===== src/rtl/fetch_stage_pkg.sv =====
// Shared constants for the instruction fetch stage: datapath width, instruction
// size, bubble encoding and default reset vector.
package fetch_stage_pkg;

    localparam int unsigned XLEN        = 32;
    localparam int unsigned INSTR_BYTES = 4;

    localparam logic [XLEN-1:0] NOP_INSTR_ENC    = 32'h0000_0013;
    localparam logic [XLEN-1:0] RESET_PC_DEFAULT = 32'h0000_0000;

    // Redirect targets are forced onto an instruction boundary.
    function automatic logic [XLEN-1:0] align_pc(input logic [XLEN-1:0] addr);
        return {addr[XLEN-1:2], 2'b00};
    endfunction

endpackage


===== src/rtl/fetch_stage_if_id_reg.sv =====
// IF/ID pipeline register: holds fetched pc/instr/valid, with hold and squash.
// Squash outranks hold and keeps the pc, replacing the instruction with a bubble.
module if_id_reg
    import fetch_stage_pkg::*;
#(
    parameter logic [XLEN-1:0] RESET_PC  = RESET_PC_DEFAULT,
    parameter logic [XLEN-1:0] NOP_INSTR = NOP_INSTR_ENC
) (
    input  logic            clk,
    input  logic            reset,
    input  logic            i_hold,
    input  logic            i_squash,
    input  logic [XLEN-1:0] i_pc,
    input  logic [XLEN-1:0] i_instr,
    output logic [XLEN-1:0] o_pc,
    output logic [XLEN-1:0] o_instr,
    output logic            o_valid
);

    logic [XLEN-1:0] r_pc;
    logic [XLEN-1:0] r_instr;
    logic            r_valid;

    always_ff @(posedge clk or posedge reset) begin
        if (reset) begin
            r_pc    <= RESET_PC;
            r_instr <= NOP_INSTR;
            r_valid <= 1'b0;
        end else if (i_squash) begin
            r_instr <= NOP_INSTR;
            r_valid <= 1'b0;
        end else if (!i_hold) begin
            r_pc    <= i_pc;
            r_instr <= i_instr;
            r_valid <= 1'b1;
        end
    end

    assign o_pc    = r_pc;
    assign o_instr = r_instr;
    assign o_valid = r_valid;

endmodule


===== src/rtl/fetch_stage.sv =====
// Instruction fetch stage: PC register and next-PC selection, misaligned redirect
// flag, fetched-instruction counter, feeding the IF/ID register.
module fetch_stage
    import fetch_stage_pkg::*;
#(
    parameter logic [XLEN-1:0] RESET_PC  = RESET_PC_DEFAULT,
    parameter logic [XLEN-1:0] NOP_INSTR = NOP_INSTR_ENC
) (
    input  logic            clk,
    input  logic            reset,
    output logic [XLEN-1:0] imemAddr,
    input  logic [XLEN-1:0] imemData,
    input  logic            stall,
    input  logic            redirect,
    input  logic [XLEN-1:0] redirectTarget,
    output logic [XLEN-1:0] ifIdPc,
    output logic [XLEN-1:0] ifIdPcPlus4,
    output logic [XLEN-1:0] ifIdInstr,
    output logic            ifIdValid,
    output logic            misaligned,
    output logic [XLEN-1:0] fetchCount
);

    logic [XLEN-1:0] r_pc;
    logic            r_misaligned;
    logic [XLEN-1:0] r_fetch_count;

    logic w_hold;
    logic w_advance;

    // Redirect wins over stall, so a stall only holds when no redirect is present.
    assign w_hold    = stall & ~redirect;
    assign w_advance = ~stall & ~redirect;

    always_ff @(posedge clk or posedge reset) begin
        if (reset) begin
            r_pc          <= RESET_PC;
            r_misaligned  <= 1'b0;
            r_fetch_count <= '0;
        end else if (redirect) begin
            r_pc         <= align_pc(redirectTarget);
            r_misaligned <= |redirectTarget[1:0];
        end else begin
            r_misaligned <= 1'b0;
            if (w_advance) begin
                r_pc          <= r_pc + XLEN'(INSTR_BYTES);
                r_fetch_count <= r_fetch_count + 1'b1;
            end
        end
    end

    if_id_reg #(
        .RESET_PC  (RESET_PC),
        .NOP_INSTR (NOP_INSTR)
    ) u_if_id_reg (
        .clk      (clk),
        .reset    (reset),
        .i_hold   (w_hold),
        .i_squash (redirect),
        .i_pc     (r_pc),
        .i_instr  (imemData),
        .o_pc     (ifIdPc),
        .o_instr  (ifIdInstr),
        .o_valid  (ifIdValid)
    );

    assign imemAddr    = r_pc;
    assign ifIdPcPlus4 = ifIdPc + XLEN'(INSTR_BYTES);
    assign misaligned  = r_misaligned;
    assign fetchCount  = r_fetch_count;

endmodule

===== config.mk =====
export PLATFORM = sky130hd
export DESIGN_NAME = fetch_stage
export DESIGN_NICKNAME = d
export VERILOG_FILES = /design/src/rtl/fetch_stage_pkg.sv /design/src/rtl/fetch_stage_if_id_reg.sv /design/src/rtl/fetch_stage.sv
export SDC_FILE = /design/constraint.sdc
export NUM_CORES = 1
export LEC_CHECK = 0
export CORE_ASPECT_RATIO = 1.2
export CORE_MARGIN = 2
export CORE_UTILIZATION = 25
export DETAILED_ROUTE_END_ITERATION = 10
export DONT_BUFFER_PORTS = 1
export HOLD_SLACK_MARGIN = 0.12
export PLACE_DENSITY_LB_ADDON = 0.1
export SYNTH_ARGS = -nofsm -noshare
export SYNTH_HDL_FRONTEND = slang
export SYNTH_SLANG_ARGS = --single-unit

===== constraint.sdc =====
create_clock -name clk -period 8.9 [get_ports clk]
set_input_delay 1.78 -clock clk [delete_from_list [all_inputs] [get_ports clk]]
set_output_delay 1.78 -clock clk [all_outputs]
set_load 0.005 [all_outputs]

==> impl_results.md <==
* CTS tree: built
* Drt pass-1 iters at 4
* Final Hold Fails at 0
* DIE AREA at 26070 um^2
* P per Cell Area at 220.9 nW/um^2
* Peak supply drop at 0.0001148 V
* Worst reg2reg setup slack at 6.50 ns
* Crit path max fanout at 9
* Avg Synthesized Cell Area at roughly 11 um^2
* Clk Latency, worst-skew pair at 0.42 ns
* GR Overflow Total at 0
* CP max stage delay at approximately 0.45 ns
* Commonest non-fill, non-tap cell in the layout: dfrtp_1
* Critical path's top delay family: simple AND/OR/NAND/NOR gates
* R2r worst-path depth at 5
* N_diodes at 0
* Critical path endpoint category: primary output
* Crit path buf inv count at 1
* # fillers at 2548
* Status: finished, final reports clean
* Initial DRC Count at 193
* Vias in the first global route at 4565
* P&R area growth vs syn at 14.31%
* Post-synthesis sequential area ratio at 0.5094
* Clock Path Buffers at 2
* Ys Warns at 0
* Crit path required time at between 7 and 8 ns
* Critical path arrival at 2.12 ns
* Vias per cell at just under 5
* Setup ws final at 5.004 ns
* Achievable frequency at approximately 260 MHz
* Total clock sinks at 126
* Starting Density at 0.2528
* Site Rows at 63
* Hold crit path type: register to register
* Synth Cell Area at approximately 6200 um^2
* Slew Limit Headroom at 0.4576
* Hold_buf cts at 0
* H-tree depth at 4
* WP depth at 6
* DP HPWL at 13100 um
* Die H at 176.5 um
* Static leakage at 2.943 nW
* Critical Path Start: u_if_id_reg.o_pc[2]
* Critical-path cell list: ha_1 -> nand2_1 -> nor4_2 -> buf_4 -> nand4_1 -> xnor2_1
* Worst Path Class, Setup: register to primary output
* Yosys reg bits at 126
* Initial antenna violation count at 0
* CTS Root Cell: clkbuf_16
* I/O Pins at between 200 and 250
* CTS clk-pin slew, worst paths at roughly 0.060 ns
* First-pass GRT wire length at around 28000 um
* Setup bufs post-CTS at 0
* DR vias at 4463
* Die Wd at 147.7 um
* Reg-to-Reg End: imemAddr[28]
* Core Region at around 25000 um^2
* CTS Buf Count at 17
* Port Buffer Count at 0
* Routability Congestion at 0.7687
* Post-CTS resize count at 0
* Final worst path period share at 0.4377
* Post-placement worst setup slack at 5.383 ns
* Largest net degree at the start of global routing at 84
* # nets final at approximately 640
* Fin crit period at between 3 and 4 ns
* Layout cells sized above 1 at 0.1331
* RSZ-0062 raised after global routing: no
* Most frequent cells in the layout: 123 x dfrtp_1, 56 x xnor2_1, 51 x nand2_1
* WL per Instance at 20.09 um
* Worst Skew at 0.01063 ns
* Final setup violating endpoints at 0
* Worst Setup EP: ifIdPcPlus4[24]
* Reg2reg start: imemAddr[2]
* Number of max-cap violations at 0
* Setup TNS at 0 ns
* Slew @ Worst Pin at roughly 0.81 ns
* Max-slew violation count at 0
* Unique masters post-synth at 39
* Final WL at 18300 um
* CP max-delay cell: dfrtp_1
* GRT Total Usage at 0.1410
* Critical path launch point type: register
* DRC at 0
* Routed Antenna Nets at 0
* Syn Inst Count at 579
[how the worst min path moves through the flow]
stage / start / endpoint / slack, ns / depth (start not counted)
2_1_floorplan: fetchCount[31] / fetchCount[31] / 0.47 / 1
3_3_place_gp: fetchCount[31] / fetchCount[31] / 0.50 / 1
3_5_place_dp: fetchCount[31] / fetchCount[31] / 0.50 / 1
4_1_cts: fetchCount[31] / fetchCount[31] / 0.51 / 1
5_1_grt: fetchCount[31] / fetchCount[31] / 0.52 / 1
6_report: fetchCount[31] / fetchCount[31] / 0.51 / 1
[cells by family (layout without fill, tap and decap cells)]
logic type / count (synthesis) / after routing / synth area share
compound gates: 35 / 35 / 0.03533
xor+xnor: 71 / 71 / 0.1003
fa+ha+maj: 3 / 3 / 0.006058
buf+inv: 42 / 44 / 0.03109
flops: 126 / 126 / 0.5094
mux: 64 / 64 / 0.1096
other cells: 1 / 6 / 0.0006051
simple gates: 237 / 237 / 0.2075
[synthesized netlist by cell type, drive strengths merged]
| cell type | number | area share |
|---|---|---|
| dfrtp | 123 | 0.50 |
| xnor2 | 56 | 0.079 |
| nand2 | 51 | 0.031 |
| nand3 | 46 | 0.037 |
| nor2 | 43 | 0.026 |
| nand4 | 34 | 0.035 |
| mux2i | 33 | 0.053 |
| mux2 | 31 | 0.056 |
| clkbuf | 21 | 0.013 |
| or4 | 16 | 0.021 |
| o21ai | 15 | 0.012 |
| xor2 | 15 | 0.021 |
| and3 | 14 | 0.014 |
| buf | 14 | 0.014 |
| and4 | 13 | 0.018 |
| o211ai | 12 | 0.015 |
| and2 | 7 | 0.0071 |
| inv | 6 | 0.0036 |
| a31oi | 4 | 0.0040 |
| dfstp | 3 | 0.013 |
| ha | 3 | 0.0061 |
| and4b | 2 | 0.0032 |
| nand4b | 2 | 0.0028 |
| nor3 | 2 | 0.0016 |
| nor4 | 2 | 0.0040 |
| o31ai | 2 | 0.0024 |
| or3 | 2 | 0.0020 |
| a21oi | 1 | 0.00081 |
| clkinv | 1 | 0.00061 |
| conb | 1 | 0.00061 |
| nor2b | 1 | 0.0010 |
| nor4bb | 1 | 0.0016 |
| o311ai | 1 | 0.0014 |
| or4b | 1 | 0.0016 |
[stage by stage]
step / std cells / hold slack, ns / instance area [um^2] / power (mW) / utilization
after global routing: 911 / 0.5177 / 7084 / 1.650 / 0.2890
after CTS: 911 / 0.5086 / 7084 / 1.598 / 0.2890
after detailed placement: 879 / 0.4971 / 6506 / 0.9024 / 0.2654
after floorplan: 584 / 0.4686 / 6216 / 0.8442 / -
after global placement: 879 / 0.5013 / 6506 / 0.8978 / 0.2654
final: 911 / 0.5067 / 7084 / 1.565 / 0.2890
[worst reg2reg max path: cells and delay by family (launching register included)]
family	cells	cell delay, ns
AND/OR/NAND/NOR	3	1.32
flip-flops	1	0.55
adder cells (fa/ha/maj)	1	0.27
AO/OA/AOI/OAI	1	0.17
[power by group]
group | internal [mW] | switching, mW | total, mW
Combinational | 0.0737 | 0.0656 | 0.139
Clock | 0.408 | 0.271 | 0.679
Sequential | 0.633 | 0.114 | 0.747
Total | 1.11 | 0.450 | 1.56
[final cells by class]
type                    count  area, um^2  share of cell area
clock buffers              20       466.7             0.06588
clock inverters            12       111.4             0.01572
inverters                   7       31.28            0.004415
multi-input cells         416        2874              0.4057
flip-flops and latches    126        3157              0.4456
well taps                 325       406.6             0.05740
repair buffers              5       37.54            0.005298
[routing by layer]
layer	GRT usage	part of all wire	vias to the layer above	wire (um)
li1	-	-	2045	-
met1	0.1650	0.41	2206	7473
met2	0.2287	0.48	193	8802
met3	0.06434	0.093	19	1699
met4	0.04848	0.018	0	328
met5	0	0	-	0
[flip-flops by register name, summed over array words and instances, names as in the netlist]
name                 flops
fetchCount              32
imemAddr                30
misaligned               1
u_if_id_reg.o_instr     32
u_if_id_reg.o_pc        30
u_if_id_reg.o_valid      1
Power figures use the tool's default switching activity.
